<file path="src/rtl/gray_sync_rx.sv">
// Receive-side stage for gray-coded counters/pointers from a foreign clock domain.
// Resynchronises the gray bus, decodes it to binary, reports per-cycle movement
// (changed pulse + modular delta) and flags illegal multi-bit transitions.
//
// Ports:
//   clk          local clock (only clock in the block)
//   reset        synchronous, active-high reset
//   gray_in      asynchronous gray-coded input bus
//   bin_out      binary decode of the last accepted sample
//   gray_out     last accepted gray sample (reference)
//   changed      one-cycle pulse when an accepted sample differs from the reference
//   delta        (new_bin - old_bin) mod 2^WIDTH when changed, else 0
//   error        sticky flag, set by an accepted transition of Hamming distance > 1
//   error_clear  synchronous clear of error (a simultaneous set wins)
//   primed       high once the reference has been loaded after reset
module gray_sync_rx #(
  parameter int unsigned WIDTH       = 4,
  parameter int unsigned SYNC_STAGES = 2
) (
  input  logic             clk,
  input  logic             reset,
  input  logic [WIDTH-1:0] gray_in,
  output logic [WIDTH-1:0] bin_out,
  output logic [WIDTH-1:0] gray_out,
  output logic             changed,
  output logic [WIDTH-1:0] delta,
  output logic             error,
  input  logic             error_clear,
  output logic             primed
);

  localparam int unsigned CntW = (SYNC_STAGES > 1) ? $clog2(SYNC_STAGES) : 1;
  localparam logic [CntW-1:0] FillLast = CntW'(SYNC_STAGES - 1);

  typedef enum logic [1:0] {StFill, StPrime, StTrack} state_e;

  logic [WIDTH-1:0] sync_q [SYNC_STAGES];
  logic [WIDTH-1:0] g_s;
  logic [WIDTH-1:0] bin_s;
  logic [WIDTH-1:0] diff;
  logic             multi_bit;

  state_e           state_q;
  logic [CntW-1:0]  fill_cnt_q;
  logic [WIDTH-1:0] bin_q;
  logic [WIDTH-1:0] gray_q;
  logic             changed_q;
  logic [WIDTH-1:0] delta_q;
  logic             error_q;
  logic             primed_q;

  // Synchroniser chain; stage 0 is the only register that sees the async bus.
  always_ff @(posedge clk) begin
    if (reset) begin
      for (int i = 0; i < int'(SYNC_STAGES); i++) begin
        sync_q[i] <= '0;
      end
    end else begin
      sync_q[0] <= gray_in;
      for (int i = 1; i < int'(SYNC_STAGES); i++) begin
        sync_q[i] <= sync_q[i-1];
      end
    end
  end

  assign g_s = sync_q[SYNC_STAGES-1];

  // Gray to binary: bit i is the XOR of all gray bits at or above i.
  always_comb begin
    bin_s = '0;
    for (int i = 0; i < int'(WIDTH); i++) begin
      bin_s[i] = ^(g_s >> i);
    end
  end

  // More than one bit differs iff clearing the lowest set bit leaves something.
  assign diff      = g_s ^ gray_q;
  assign multi_bit = (diff & (diff - WIDTH'(1))) != '0;

  always_ff @(posedge clk) begin
    if (reset) begin
      state_q    <= StFill;
      fill_cnt_q <= '0;
      bin_q      <= '0;
      gray_q     <= '0;
      changed_q  <= 1'b0;
      delta_q    <= '0;
      error_q    <= 1'b0;
      primed_q   <= 1'b0;
    end else begin
      changed_q <= 1'b0;
      delta_q   <= '0;
      if (error_clear) begin
        error_q <= 1'b0;
      end
      case (state_q)
        StFill: begin
          // Wait until the chain holds samples taken after reset release.
          if (fill_cnt_q == FillLast) begin
            state_q <= StPrime;
          end else begin
            fill_cnt_q <= fill_cnt_q + CntW'(1);
          end
        end
        StPrime: begin
          gray_q   <= g_s;
          bin_q    <= bin_s;
          primed_q <= 1'b1;
          state_q  <= StTrack;
        end
        StTrack: begin
          if (g_s != gray_q) begin
            // Illegal jumps are still accepted so the tracker never stalls.
            gray_q    <= g_s;
            bin_q     <= bin_s;
            changed_q <= 1'b1;
            delta_q   <= bin_s - bin_q;
            if (multi_bit) begin
              error_q <= 1'b1; // later assignment: set beats a same-cycle clear
            end
          end
        end
        default: state_q <= StFill;
      endcase
    end
  end

  assign bin_out  = bin_q;
  assign gray_out = gray_q;
  assign changed  = changed_q;
  assign delta    = delta_q;
  assign error    = error_q;
  assign primed   = primed_q;

endmodule

</file>
<file path="config.mk">
export PLATFORM = sky130hd
export DESIGN_NAME = gray_sync_rx
export DESIGN_NICKNAME = d
export VERILOG_FILES = /design/src/rtl/gray_sync_rx.sv
export SDC_FILE = /design/constraint.sdc
export NUM_CORES = 1
export LEC_CHECK = 0
export BUFFER_PORTS_ARGS = -buffer_cell sky130_fd_sc_hd__buf_2
export CAP_MARGIN = 20
export CORE_UTILIZATION = 40
export DETAILED_ROUTE_END_ITERATION = 10
export SLEW_MARGIN = 5
export SYNTH_ARGS = -nofsm -noshare
export SYNTH_HDL_FRONTEND = slang
export SYNTH_SLANG_ARGS = --single-unit
</file>
<file path="constraint.sdc">
create_clock -name clk -period 1.86 [get_ports clk]
set_input_delay 0.093 -clock clk [delete_from_list [all_inputs] [get_ports clk]]
set_output_delay 0.093 -clock clk [all_outputs]
set_load 0.01 [all_outputs]
</file>
==> impl_metrics.csv <==
group,metric,value,unit
floorplan,die_w,53.6,um
worst_setup_path,worst_ep_arrival_time,2020,ps
place,dpl_cell_area,0.00122,mm2
place,dp_slack,20.9,ps
timing,hold_violations,0,
floorplan,fp-row-count,18,
cts,path_clk_slew,130,ps
cts,cts.path.max_buffers,2,
drt,drt.antenna.violating_nets,0,
worst_setup_path,critical_path_required,2080,ps
worst_setup_path,path_max_fanout,3,
cts,root_buffer,"clkbuf_4",
synth,syn_inst,99,
synth,yosys-top-cells-count,"25 x dfxtp_1, 12 x nor2_1, 10 x nor2b_1, 7 x nand2b_1",
layout,fillers,235,
cts,clock_sinks,25,
power,p_total,0.000992,W
cts,cts_buffers,3,
synth,yosysMostFrequentCell,"dfxtp_1",
synth,synth-edff-count,0,
drt,vias_per_cell,4.57,
layout,antenna_cells,0,
synth,synthTopCellsByArea,"dfxtp_1 47%, nor2b_1 5.9%, mux2i_1 4.7%",
grt,grt_max_degree,27,
timing,final-setup-viol-count,0,
synth,synth-main-ff-cell,"dfxtp_1",
synth,synth_area,0.00106,mm2
timing,worstMarginPinSlew,423,ps
grt,grt_pass1_wl,2.81,mm
worst_setup_path,cpMaxStageDelayCell,"fa_2",
synth,synth.top_cell.area_share,0.471,
floorplan,initial_core_util,0.425,
floorplan,fp.dieH,53.6,um
timing,fin_ws,55.7,ps
synth,synth_fp_nets,110,
layout,final_area,0.00130,mm2
drt,via_count,726,
worst_hold_path,hold_class,"in -> reg",
grt,antenna_found_initial,0,
job,maxCapViolCount,0,
synth,synth.avg_cell_area,10.7,um2
place,io_buffers,21,
drt,post_drt_wl_per_cell,10.7,um
layout,fin_nets,141,
cts,cts_max_level,1,
worst_setup_path,crit_path_end_kind,"register",
floorplan,boundaryPins,22,
timing,post-route-period-util,0.970,
floorplan,coreArea,0.00250,mm2
worst_setup_path,cpPeakStageDelay,520,ps
grt,grt_util_all_layers,0.137,
layout,area_growth,22.2,%
synth,synth-async-reset-ratio,0,
cts,clock_latency,310,ps
status,outcome,"complete, no violations",
timing,rsz0062_at_grt,"true",
cts,cts_setup_buffers,0,
grt,grt.overflow.total,0,
drt,routed_wl,1.71,mm
power,p_per_area,763,mW/mm2
layout,drive_gt1_frac,0.341,
worst_setup_path,critical_path.startpoint_type,"register",
timing,finClkSkew,9.36,ps
drt,drc,0,
drt,drt-initial-drc-count,7,
timing,layout_min_cycle_time,1800,ps
synth,yosys.area.top_type,"dfxtp_1",
place,globalplace.congestion,0.741,
synth,ys_types,33,
synth,synth.ff_latch_count,25,
timing,fin_setup_tns,0,ps
place,hpwl,1.20,mm
power,p_leak,0.595,nW
synth,yosysSeqAreaShare,0.471,
synth,yosys_warnings,0,
timing,slew_viol_final,0,
floorplan,dieArea,0.00287,mm2
grt,grt_pass1_vias,682,
drt,first_pass_iters,2,
worst_setup_path,critPathKind,"reg -> reg",
timing,timing.fmax,0.554,GHz
power,irDropWorstVdd,446,uV
cts,tritoncts,"done",
worst_setup_path,crit_path_cell_trace,"xnor3_2 -> xor2_2 -> ha_2 -> fa_2 -> nor2_1",
timing,slew_headroom,0.718,
## metal layers
metal  routed length (um)  GRT usage
met4                   10     0.0658
met5                    0          0
met3                   47     0.0254
met2                  814      0.229
met1                  834      0.168
## sequential cells by signal, indices dropped and copies added (netlist names)
| name | cells |
|---|---|
| sync_q | 8 |
| bin_out | 4 |
| state_q | 2 |
| primed | 1 |
| fill_cnt_q | 1 |
| gray_out | 3 |
| delta | 4 |
| error | 1 |
| changed | 1 |
## placed cells by master (no fill, tap or decap), types with 2 or more instances in the layout
cell / count
buf_2: 21
nor2b_1: 10
nor2_1: 12
and2b_2: 2
mux2i_1: 5
xnor2_1: 2
dlygate4sd3_1: 4
xor2_1: 2
dfxtp_2: 3
dfxtp_1: 22
ha_1: 2
xnor2_2: 2
buf_4: 4
inv_1: 5
a21oi_1: 2
nand2b_1: 7
clkbuf_4: 3
## what timing repair did
action | 4_1_cts | 5_1_grt
setup endpoints to repair | 0 | 2
hold buffers | 4 | 0
endpoints found under the hold margin | 4 | 0
gates resized for setup | 0 | 5
## stage by stage
step / hold slack [ps] / util / cells
2_1_floorplan: 221 / - / 99
3_3_place_gp: 300 / 0.489 / 151
3_5_place_dp: 305 / 0.489 / 151
4_1_cts: 38.8 / 0.516 / 159
5_1_grt: 56.7 / 0.520 / 159
6_report: 49.0 / 0.520 / 159
## layout make-up
type | count | area [um2] | share of cell area
Sequential cell | 25 | 504 | 0.388
Timing Repair Buffer | 29 | 175 | 0.135
Tap cell | 30 | 37.5 | 0.0289
Inverter | 5 | 18.8 | 0.0144
Multi-Input combinational cell | 66 | 538 | 0.414
Clock buffer | 4 | 26.3 | 0.0202
## path summary, 6_finish.rpt
check                             startpoint      endpoint  cells after the start  slack (ps)
worst min-delay path             error_clear         error                      3          50
worst max register to register  sync_q[0][7]      delta[1]                      5          60
worst max-delay path            sync_q[0][7]      delta[1]                      5          60
worst min register to register  sync_q[0][1]  sync_q[0][5]                      1         450
## worst max-delay path: cells and delay by family (launching register included)
family,cells,cell delay (ps)
fa+ha+maj,2,710
flops,1,350
simple gates,1,40
xor+xnor,2,620
## logic make-up after synthesis
family / count (synthesis) / synth area share
multiplexers: 7 / 0.0718
buffers and inverters: 8 / 0.0329
flip-flops: 25 / 0.471
AO/OA/AOI/OAI: 7 / 0.0482
XOR/XNOR: 8 / 0.101
adder cells (fa/ha/maj): 4 / 0.0541
AND/OR/NAND/NOR: 40 / 0.221
## report_power, final
part	total [W]	internal, W	switching, W
Combinational	0.000181	0.0000945	0.0000862
Sequential	0.000576	0.000560	0.0000158
Clock	0.000235	0.0000836	0.000152
Total	0.000992	0.000738	0.000254
Note: power is estimated with default switching activity, not from simulation.
